[src/rtl/piso_shifter.sv]
// Parallel-in/serial-out shifter: takes a WIDTH-bit word over valid/ready and emits it
// one bit per clock with valid/last qualifiers. Optional even-parity trailer: PISO_PARITY_EN.
module piso_shifter #(
  parameter int WIDTH     = 4,
  parameter bit MSB_FIRST = 1'b1
) (
  input  logic             i_clk,
  input  logic             i_rst,
  input  logic [WIDTH-1:0] i_data,
  input  logic             i_valid,
  output logic             o_ready,
  output logic             o_d,
  output logic             o_valid,
  output logic             o_last,
  output logic             o_busy
);

  localparam int CW = $clog2(WIDTH + 1);
`ifdef PISO_PARITY_EN
  localparam logic [CW-1:0] LAST_CNT = CW'(WIDTH);
`else
  localparam logic [CW-1:0] LAST_CNT = CW'(WIDTH - 1);
`endif

  typedef enum logic {IDLE, SHIFT} state_t;

  state_t           state_q, state_d;
  logic [WIDTH-1:0] shreg_q, shreg_d;
  logic [CW-1:0]    cnt_q, cnt_d;
  logic             head_bit;
  logic             accept;

  assign head_bit = MSB_FIRST ? shreg_q[WIDTH-1] : shreg_q[0];
  assign accept   = i_valid && o_ready;

  // All outputs come from registered state only.
  assign o_valid = (state_q == SHIFT);
  assign o_busy  = (state_q == SHIFT);
  assign o_last  = (state_q == SHIFT) && (cnt_q == LAST_CNT);
  assign o_ready = (state_q == IDLE) || o_last;

`ifdef PISO_PARITY_EN
  logic parity_q, parity_d;

  always_comb begin
    parity_d = parity_q;
    if (accept) parity_d = ^i_data;
  end

  always_ff @(posedge i_clk) begin
    if (i_rst) parity_q <= 1'b0;
    else       parity_q <= parity_d;
  end

  // The trailer bit occupies the slot after the last data bit.
  assign o_d = (state_q == SHIFT) &&
               ((cnt_q == CW'(WIDTH)) ? parity_q : head_bit);
`else
  assign o_d = (state_q == SHIFT) && head_bit;
`endif

  always_comb begin
    state_d = state_q;
    shreg_d = shreg_q;
    cnt_d   = cnt_q;
    case (state_q)
      IDLE: begin
        if (accept) begin
          state_d = SHIFT;
          shreg_d = i_data;
          cnt_d   = '0;
        end
      end
      SHIFT: begin
        shreg_d = MSB_FIRST ? {shreg_q[WIDTH-2:0], 1'b0} : {1'b0, shreg_q[WIDTH-1:1]};
        cnt_d   = cnt_q + 1'b1;
        if (cnt_q == LAST_CNT) begin
          // A word accepted on the final bit starts with no gap.
          cnt_d = '0;
          if (accept) shreg_d = i_data;
          else        state_d = IDLE;
        end
      end
      default: state_d = IDLE;
    endcase
  end

  always_ff @(posedge i_clk) begin
    if (i_rst) begin
      state_q <= IDLE;
      shreg_q <= '0;
      cnt_q   <= '0;
    end else begin
      state_q <= state_d;
      shreg_q <= shreg_d;
      cnt_q   <= cnt_d;
    end
  end

endmodule

[config.mk]
export PLATFORM = sky130hd
export DESIGN_NAME = piso_shifter
export DESIGN_NICKNAME = d
export VERILOG_FILES = /design/src/rtl/piso_shifter.sv
export SDC_FILE = /design/constraint.sdc
export NUM_CORES = 1
export LEC_CHECK = 0
export BUFFER_PORTS_ARGS = -buffer_cell sky130_fd_sc_hd__buf_2
export CAP_MARGIN = 20
export CORE_AREA = 5 5 42 44
export CTS_CLUSTER_SIZE = 14
export DETAILED_ROUTE_END_ITERATION = 12
export DIE_AREA = 0 0 47 49
export PLACE_DENSITY_LB_ADDON = 0.2
export SYNTH_ARGS = -nofsm -noshare
export SYNTH_HDL_FRONTEND = slang
export SYNTH_SLANG_ARGS = --single-unit
export TNS_END_PERCENT = 10
[constraint.sdc]
create_clock -name i_clk -period 2.6 [get_ports i_clk]
set_input_delay 0.13 -clock i_clk [delete_from_list [all_inputs] [get_ports i_clk]]
set_output_delay 0.13 -clock i_clk [all_outputs]
set_load 0.01 [all_outputs]
---- Word level (Yosys, flattened, before mapping) ----
Index checks and enable logic that the tools add are counted.
word-level totals
  word-level logic and storage cells ...... 21
  input port bits ......................... 7
  output and inout bits ................... 5
  bits in registers ....................... 8
operators by class
  add/sub/neg operators ................... 1
  multiplexer cells ....................... 10
  bitwise operators ....................... 1
  equality and inequality tests ........... 2
  reduce and logical (&&, ||, !) cells .... 4
operators by type and width
  kind                 number
  $mux 4               3
  $pmux 4 s2           1
  $mux 3               2
  $pmux 3 s2           1
  $add 3x1->3 const B  1
  $eq 3x2->1 const B   1
  $logic_and 1x1->1    3
  $mux 1               2
  $ne 2x2->1 const B   1
  $pmux 1 s2           1
  $logic_or 1x1->1     1
  $not 1->1            1

---- Logic depth before layout (Yosys ltp) ----
Gate-level depths: netlist of the first run.
  depth in word-level cells ............... 7
  mapped depth ............................ 4
  depth with buffers taken out ............ 4

---- Least setup slack after synthesis of the first run ----
No wires, ideal clock.
  kind .................................... reg2reg
  start point ............................. register cnt_q[0]
  end point ............................... register shreg_q[1]
  period minus slack after synthesis ...... 1.200 ns
  library setup time ...................... 0.122 ns
  data required time ...................... 2.478 ns
  setup slack ............................. 1.400 ns
  arrival ................................. 1.078 ns
  path buffers ............................ 0
  cell stages (with the launch flop) ...... 5
  path through ............................ dfxtp_1 -> ha_1 -> nand2b_2 -> a21oi_1 -> a221o_1
between the ends
  cells in the longest elaborated chain, start to end .. 7
  elaborated cells on any way between the ends .. 8
  classes of those cells .................. eq/ne: 2; mux: 3; reduce/logical: 3
ends and longest elaborated chain
  item                    RTL line  text
  from (decl)             29        logic [CW-1:0] cnt_q, cnt_d;
  from (signal assigned)  96        cnt_q <= cnt_d;
  $eq 3x2->1 (*)          39, 77
  $logic_and 1x1->1       39        assign o_last = (state_q == SHIFT) && (cnt_q == LAST_CNT);
  $logic_or 1x1->1        40        assign o_ready = (state_q == IDLE) || o_last;
  $logic_and 1x1->1       34        assign accept = i_valid && o_ready;
  $mux 4                  80        if (accept) shreg_d = i_data;
  $mux 4                  77        if (cnt_q == LAST_CNT) begin
  $pmux 4 s2              66        case (state_q)
  to (signal assigned)    95        shreg_q <= shreg_d;
  to (decl)               28        logic [WIDTH-1:0] shreg_q, shreg_d;
Every way passes the cells marked *; elsewhere a longest branch is shown, timed or not.
A chain may end at the register's enable or synchronous reset.

---- Final worst setup path of the first run ----
  start point ............................. register cnt_q[0]
  end point ............................... register shreg_q[3]
Same word-level chain as after synthesis.

==> flow_summary.yaml, run 1 <==
run_status:
  status: "completed"
clock_tree:
  clock-sinks: 8
  clk_latency_ns: 0.25
  cts_repair_resize_count: 0
  postCtsSetupRepairBufs: 0
  ctsRootBufferMaster: "clkbuf_4"
  cts_buffers: 3
  clockBufferDepth: 2
  path_clk_slew_ns: 0.06
  htree_levels: 1
  cts_tree: "done"
  hold_buffers: 0
min_path:
  min_path_type: "in2reg"
sta:
  timing.final.hold_violations: 0
  finClkSkew_ns: 0.001325
  fin_crit_sh_pct: 50.55
  finalSetupTns_ns: 0
  rsz0062_at_grt: "false"
  period_minus_slack_ns: 1.314
  setup_viol: 0
  maxSlewViolCount: 0
  hold_ws_ns: 0.09886
  max-slew-margin-rel_pct: 71.22
  fmax_ghz: 0.7609
  tightest_slew_ns: 0.4312
synthesis:
  synth_top_area_cell: "dfxtp_1"
  synth_seq_area_share_pct: 41.69
  synth_area_um2: 384.1
  yosysMostFrequentCell: "dfxtp_1"
  ys_warn_count: 0
  synthesis.nets: 51
  netlist.area_leader.share_pct: 41.69
  synthTopCellsByCount: "dfxtp_1, a21oi_1, and2_1, nand2_1, nor2_1"
  synthFlopType: "dfxtp_1"
  syn_inst: 43
  synth_edf_count: 0
  async_flop_share_pct: 0
  ys_ff_latch: 8
  avgSynthCellArea_um2: 8.933
  synthTopCellsByArea: "dfxtp_1, a221o_1, a21oi_1"
  synth_cell_type_count: 18
worst_setup_path:
  startpoint_type: "register"
  rrSetupSlack_ns: 1.29
  cp.required_ns: 2.74
  critPathMaxFanout: 7
  crit_type: "reg2reg"
  worstSetupEndpointType: "register"
  crit_arrival_ns: 1.45
floorplan:
  placementRows: 14
  die_width_um: 47
  fp.dieArea_um2: 2303
  die_h_um: 49
  core_um2: 1401
  io-pin-count: 12
  start_util_pct: 27.41
place:
  detailed_place_hpwl_um: 568.5
  gp_congestion: 0.6865
  dp_cells: 67
  port_buffers: 11
layout:
  final_util_pct: 32.50
  diodes: 0
  area_growth_pct: 18.57
  final_nets: 64
  drive_above_1_share_pct: 31.48
  layout.cells.non_filler: 70
global_routing:
  grt_max_degree: 14
  grt_pass1_vias: 308
  grt_use_total_pct: 8.045
  grt_first_pass_wirelength_mm: 1.304
  gr-total-overflow: 0
  grt_antenna_before_repair: 0
power_and_ir_drop:
  power.density_nw_per_um2: 573.2
  intPower_mw: 0.1966
  seqPwrFrac_pct: 51.9
  combPwrFrac_pct: 11.5
  p_leak_nw: 0.1976
  switchingPower_mw: 0.06441
  p_clk_share_pct: 36.6
  switching_share_pct: 24.68
  ir_drop_uv: 255.9
route:
  maxUsedRoutingLayer: "met4"
  wl_um: 794
  viasPerCell: 4.743
  met3_length_um: 62
  drtPass1Iterations: 4
  wl_met1_um: 396
  drtAntennaViolNets: 0
  wire_per_inst_um: 11.34
  drt_iter0_drc: 11
  dr_wl_met2_um: 323
  vias: 332
  drcViolationCount: 0
flow_run:
  drv_cap: 0
-- routing by layer --
metal / GRT usage, % / vias to the layer above
li1: - / 174
met1: 10.18 / 148
met2: 10.41 / 8
met3: 2.583 / 2
met4: 6.912 / 0
met5: 0 / -
-- flip-flops by register name, indices dropped and copies added, names as in the netlist --
| signal | cells |
|---|---|
| cnt_q | 3 |
| o_busy | 1 |
| shreg_q | 4 |
-- worst max-delay path, cell delays in order (launching register included) --
cell      delay (ns)
dfxtp_1         0.32
ha_1            0.24
nand2b_2        0.15
a21oi_1         0.13
a221o_1         0.37
-- path summary, 6_finish.rpt --
path | start | cells past startpoint | endpoint
setup / recovery | cnt_q[0] | 4 | shreg_q[3]
hold / removal | i_data[1] | 2 | shreg_q[1]
setup reg to reg | cnt_q[0] | 4 | shreg_q[3]
hold reg to reg | shreg_q[0] | 2 | shreg_q[0]
-- final cells by class --
cell class | count | area (µm²)
multi-input cells | 29 | 186.4
clock buffers | 3 | 22.52
well taps | 16 | 20.02
repair buffers | 11 | 55.05
fillers | 166 | 945.9
inverters | 3 | 11.26
flip-flops and latches | 8 | 160.2
-- logic make-up (layout without fill, tap and decap cells) --
logic type,after synthesis,in the layout,share of synthesized area [%]
flip-flops,8,8,41.69
buffers and inverters,6,17,9.770
adder cells (fa/ha/maj),1,1,3.257
AND/OR/NAND/NOR,17,17,22.80
AO/OA/AOI/OAI,11,11,22.47
-- through the flow --
| step | setup WS [ns] | cell area, µm² | total power [mW] |
|---|---|---|---|
| global route | 1.214 | 455.4 | 0.2792 |
| floorplan | 1.400 | 384.1 | 0.1599 |
| CTS | 1.282 | 455.4 | 0.2662 |
| finish | 1.286 | 455.4 | 0.2610 |
| detailed placement | 1.295 | 432.9 | 0.1684 |
| global placement | 1.311 | 432.9 | 0.1687 |
-- power groups by stage --
stage | clock network, mW | logic (mW) | registers, mW
2_1_floorplan | 0 | 0.0246 | 0.135
3_3_place_gp | 0 | 0.0308 | 0.138
3_5_place_dp | 0 | 0.0304 | 0.138
4_1_cts | 0.100 | 0.0304 | 0.135
5_1_grt | 0.108 | 0.0343 | 0.137
6_report | 0.0954 | 0.0300 | 0.136
-- layout by cell type (no fill, tap or decap), drive strengths merged --
cell type and instances:
buf 11, dfxtp 8, a21oi 5, nand2 4, nor2 4, and2 4, a221o 3, clkbuf 3
inv 3, nor3 2, nand2b 2, a32oi 1, a311oi 1, nand3b 1, a21o 1, ha 1
(Power assumes the default switching activity.)
==> run 2, diff against run 1 <==
Settings changed: ABC_AREA from default to 1.
Clock period 2.6 ns to 1.29 ns, I/O delays scaled along.
==> flow_summary.yaml, run 2 <==
run_status:
  status: "completed"
clock_tree:
  clock-sinks: 8
  hold_buffers: 0
  clockBufferDepth: 2
  ctsRootBufferMaster: "clkbuf_4"
  postCtsSetupRepairBufs: 0
  cts_buffers: 3
  cts_repair_resize_count: 0
  cts_tree: "done"
  clk_latency_ns: 0.25
  htree_levels: 1
  path_clk_slew_ns: 0.06
sta:
  hold_ws_ns: 0.08120
  finalSetupTns_ns: 0
  max-slew-margin-rel_pct: 87.91
  setup_viol: 0
  fin_crit_sh_pct: 92.41
  finClkSkew_ns: 0.004839
  maxSlewViolCount: 0
  timing.final.hold_violations: 0
  tightest_slew_ns: 0.1809
  fmax_ghz: 0.8389
  layout_setup_ws_ns: 0.09791
  period_minus_slack_ns: 1.192
  rsz0062_at_grt: "false"
synthesis:
  synthesis.nets: 66
  synth_seq_area_share_pct: 39.63
  netlist.area_leader.share_pct: 39.63
  ys_warn_count: 0
  synthFlopType: "dfxtp_1"
  synthTopCellsByCount: "nand2_1, dfxtp_1, inv_1, a21oi_1, nor2_1"
  synth_top_area_cell: "dfxtp_1"
  async_flop_share_pct: 0
  synthTopCellsByArea: "dfxtp_1, nand2_1, a21oi_1"
  syn_inst: 58
  avgSynthCellArea_um2: 6.968
  synth_edf_count: 0
  synth_cell_type_count: 15
  ys_ff_latch: 8
  yosysMostFrequentCell: "nand2_1"
  synth_area_um2: 404.1
layout:
  top_register: "shreg_q"
  final_nets: 81
  final_util_pct: 35.27
  largest_register_ffs: 4
  area_growth_pct: 22.29
  layout.cells.non_filler: 87
  layout_commonest_cell: "nand2_1"
  drive_above_1_share_pct: 28.17
  fin_area_um2: 494.2
  diodes: 0
  layout_common_cells: "nand2_1, buf_2, inv_1, dfxtp_1, a21oi_1"
worst_setup_path:
  slowest_delay_ns: 0.31
  critPathCapture: "o_ready"
  r2r_end: "shreg_q[3]"
  crit_arrival_ns: 1.13
  crit_path_start: "cnt_q[0]"
  crit_chain: "ha_1 > nand2_2 > nand2_4 > buf_2"
  slowest_stage: "dfxtp_1"
  crit_buf_inv: 1
  r2r-start: "cnt_q[1]"
  r2r_cells: 7
  cp.depth: 4
  crit_type: "reg2out"
  worstSetupEndpointType: "output pin"
  rrSetupSlack_ns: 0.19
  startpoint_type: "register"
  critical_path.top_delay_family: "flip-flops"
  cp.required_ns: 1.23
  critPathMaxFanout: 5
place:
  gp_congestion: 0.7162
  port_buffers: 11
  detailed_place_hpwl_um: 660.5
  dp_slack_ns: 0.2057
  dp_cells: 84
  postPlaceCellArea_um2: 471.7
flow_run:
  drv_cap: 0
route:
  wl_um: 867
  vias: 374
  wire_per_inst_um: 9.966
  drt_iter0_drc: 4
  drtAntennaViolNets: 0
  drcViolationCount: 0
  drtPass1Iterations: 3
  viasPerCell: 4.299
global_routing:
  grt_antenna_before_repair: 0
  grt_max_degree: 9
  grt_use_total_pct: 9.500
  gr-total-overflow: 0
  grt_pass1_vias: 396
  grt_first_pass_wirelength_mm: 1.600
min_path:
  min_path_type: "in2reg"
floorplan:
  start_util_pct: 28.84
  fp.dieArea_um2: 2303
  core_um2: 1401
  die_width_um: 47
  placementRows: 14
  die_h_um: 49
  io-pin-count: 12
power_and_ir_drop:
  ir_drop_uv: 444.3
  p_leak_nw: 0.2531
  p_total_mw: 0.5493
  power.density_nw_per_um2: 1111
run 2: changes by cell type in the layout (fill, tap and decap cells not counted), moves of 2 or more:
cell / delta
nand2_2: +2
nand2_1: +15
buf_4: +2
a221o_1: -3
nand3_1: +3
inv_1: +6
nor3_1: -2
and2_1: -4
run 2: final cells by class:
class                           instances  area (µm²)
Clock buffer                            3       22.52
Multi-Input combinational cell         39       191.4
Timing Repair Buffer                   13       70.07
Tap cell                               16       20.02
Inverter                                8       30.03
Fill cell                             178       907.1
Sequential cell                         8       160.2
run 2: cells by family (layout without fill, tap and decap cells):
logic type               Yosys count  in the layout  share of synthesized area [%]
AO/OA/AOI/OAI                      8              8                          10.53
adder cells (fa/ha/maj)            1              1                          3.095
buffers and inverters             11             24                          13.00
flip-flops                         8              8                          39.63
AND/OR/NAND/NOR                   30             30                          33.74
run 2: layer usage:
| layer | wire [µm] | share of wire [%] | vias to the layer above | track usage (%) |
|---|---|---|---|---|
| li1 | - | - | 205 | - |
| met1 | 419 | 48 | 159 | 12.28 |
| met2 | 395 | 46 | 8 | 13.12 |
| met3 | 44 | 5.1 | 2 | 3.321 |
| met4 | 7 | 0.81 | 0 | 5.530 |
| met5 | 0 | 0 | - | 0 |
run 2: tightest hold or removal path: stages:
cell and delay (ns):
buf_2 0.10, nand3_1 0.07, a21oi_1 0.05
run 2: where the power goes:
part           leakage (nW)  switching, mW  internal (mW)
registers            0.0657        0.00694          0.262
logic                 0.174         0.0532         0.0379
clock network        0.0138         0.0830          0.106
total                 0.253          0.143          0.406
run 2: worst min path at each step:
stage / startpoint / endpoint / slack, ns / cells after the start
floorplan: i_valid / o_busy / 0.20 / 2
global placement: i_data[0] / shreg_q[0] / 0.34 / 3
detailed placement: i_data[0] / shreg_q[0] / 0.34 / 3
CTS: i_data[0] / shreg_q[0] / 0.07 / 3
global route: i_rst / shreg_q[2] / 0.09 / 2
finish: i_data[0] / shreg_q[0] / 0.08 / 3
==> run 3, diff against run 2 <==
Settings changed: CELL_PAD_IN_SITES_DETAIL_PLACEMENT from default to 0, CELL_PAD_IN_SITES_GLOBAL_PLACEMENT from default to 1, REMOVE_ABC_BUFFERS from default to 1.
==> flow_summary.yaml, run 3 (synthesized netlist as in run 2, its figures left out) <==
sta:
  finClkSkew_ns: 0.001681
  tightest_slew_ns: 0.1867
  period_minus_slack_ns: 1.196
  finalSetupTns_ns: 0
  maxSlewViolCount: 0
  fin_crit_sh_pct: 92.68
  rsz0062_at_grt: "false"
  setup_viol: 0
  max-slew-margin-rel_pct: 87.55
  fmax_ghz: 0.8365
  timing.final.hold_violations: 0
floorplan:
  start_util_pct: 28.84
  core_um2: 1401
  die_h_um: 49
  placementRows: 14
  die_width_um: 47
  fp.dieArea_um2: 2303
  io-pin-count: 12
worst_setup_path:
  crit_type: "reg2out"
  crit_buf_inv: 1
  worstSetupEndpointType: "output pin"
  cp.required_ns: 1.23
  slowest_delay_ns: 0.31
  startpoint_type: "register"
  slowest_stage: "dfxtp_1"
  critPathMaxFanout: 5
  critical_path.top_delay_family: "flip-flops"
  crit_chain: "ha_1 > nand2_2 > nand2_4 > buf_2"
  crit_arrival_ns: 1.13
route:
  wire_per_inst_um: 10.11
  drtAntennaViolNets: 0
  vias: 373
  drt_iter0_drc: 1
  wl_um: 880
  drtPass1Iterations: 4
  drcViolationCount: 0
  viasPerCell: 4.287
clock_tree:
  clockBufferDepth: 2
  cts_buffers: 3
  clk_latency_ns: 0.25
  cts_tree: "done"
  hold_buffers: 0
  postCtsSetupRepairBufs: 0
  path_clk_slew_ns: 0.06
  ctsRootBufferMaster: "clkbuf_4"
  clock-sinks: 8
  htree_levels: 1
power_and_ir_drop:
  ir_drop_uv: 578.7
  power.density_nw_per_um2: 1117
  p_leak_nw: 0.2533
  p_total_mw: 0.5535
layout:
  fill_cells: 177
  drive_above_1_share_pct: 29.58
  area_growth_pct: 22.60
  top_register: "shreg_q"
  layout_commonest_cell: "nand2_1"
  diodes: 0
  final_nets: 81
  layout_common_cells: "nand2_1, buf_2, inv_1"
  layout.cells.non_filler: 87
  largest_register_ffs: 4
  fin_area_um2: 495.5
global_routing:
  grt_pass1_vias: 377
  grt_max_degree: 9
  grt_use_total_pct: 9.097
  gr-total-overflow: 0
  grt_antenna_before_repair: 0
  grt_first_pass_wirelength_mm: 1.511
place:
  postPlaceCellArea_um2: 471.7
  dp_cells: 84
  detailed_place_hpwl_um: 646.2
  gp_congestion: 0.6429
  port_buffers: 11
run_status:
  status: "completed"
min_path:
  min_path_type: "in2reg"
flow_run:
  drv_cap: 0
[run 3: final timing paths]
check | endpoint | depth (start not counted) | slack (ns) | from
setup / recovery | o_ready | 4 | 0.09 | cnt_q[0]
hold / removal | shreg_q[0] | 3 | 0.08 | i_data[0]
setup reg to reg | shreg_q[2] | 7 | 0.20 | cnt_q[0]
hold reg to reg | shreg_q[3] | 2 | 0.47 | shreg_q[3]
[run 3: area by class of cell]
cell class / instances / area [µm²] / share of cell area [%]
Multi-Input combinational cell: 39 / 191.4 / 38.64
Sequential cell: 8 / 161.4 / 32.58
Timing Repair Buffer: 13 / 70.07 / 14.14
Inverter: 8 / 30.03 / 6.061
Clock buffer: 3 / 22.52 / 4.545
Tap cell: 16 / 20.02 / 4.040
[run 3: through the flow]
step                      utilization, %  hold WS (ns)  setup slack [ns]
after floorplan                        -        0.1336            0.1919
after global placement             33.66        0.3395            0.2107
after detailed placement           33.66        0.3439            0.1995
after CTS                          35.27       0.07406           0.05189
after global routing               35.36       0.08370           0.02294
final                              35.36       0.07565           0.09447
[run 3: worst reg2reg max path, delay by kind of cell, from the launching register on]
kind                     cells  cell delay (ns)
AO/OA/AOI/OAI                1             0.05
adder cells (fa/ha/maj)      1             0.23
flip-flops                   1             0.31
AND/OR/NAND/NOR              5             0.39
[run 3: where the power goes]
| group | switching, mW | internal, mW | leakage [nW] |
|---|---|---|---|
| logic | 0.0487 | 0.0378 | 0.174 |
| registers | 0.0124 | 0.262 | 0.0659 |
| clock network | 0.0858 | 0.107 | 0.0138 |
[run 3: timing repair]
| action | 4_1_cts | 5_1_grt |
|---|---|---|
| hold endpoints to repair | 0 | 0 |
| resized for setup | 0 | 1 |
| setup endpoints to repair | 0 | 1 |
[run 3: layer usage]
| metal | vias to the layer above | GRT usage [%] | routed length (µm) |
|---|---|---|---|
| met5 | - | 0 | 0 |
| met4 | 0 | 6.912 | 9 |
| met3 | 2 | 2.214 | 61 |
| met2 | 11 | 13.12 | 368 |
| met1 | 156 | 11.04 | 441 |
| li1 | 204 | - | - |
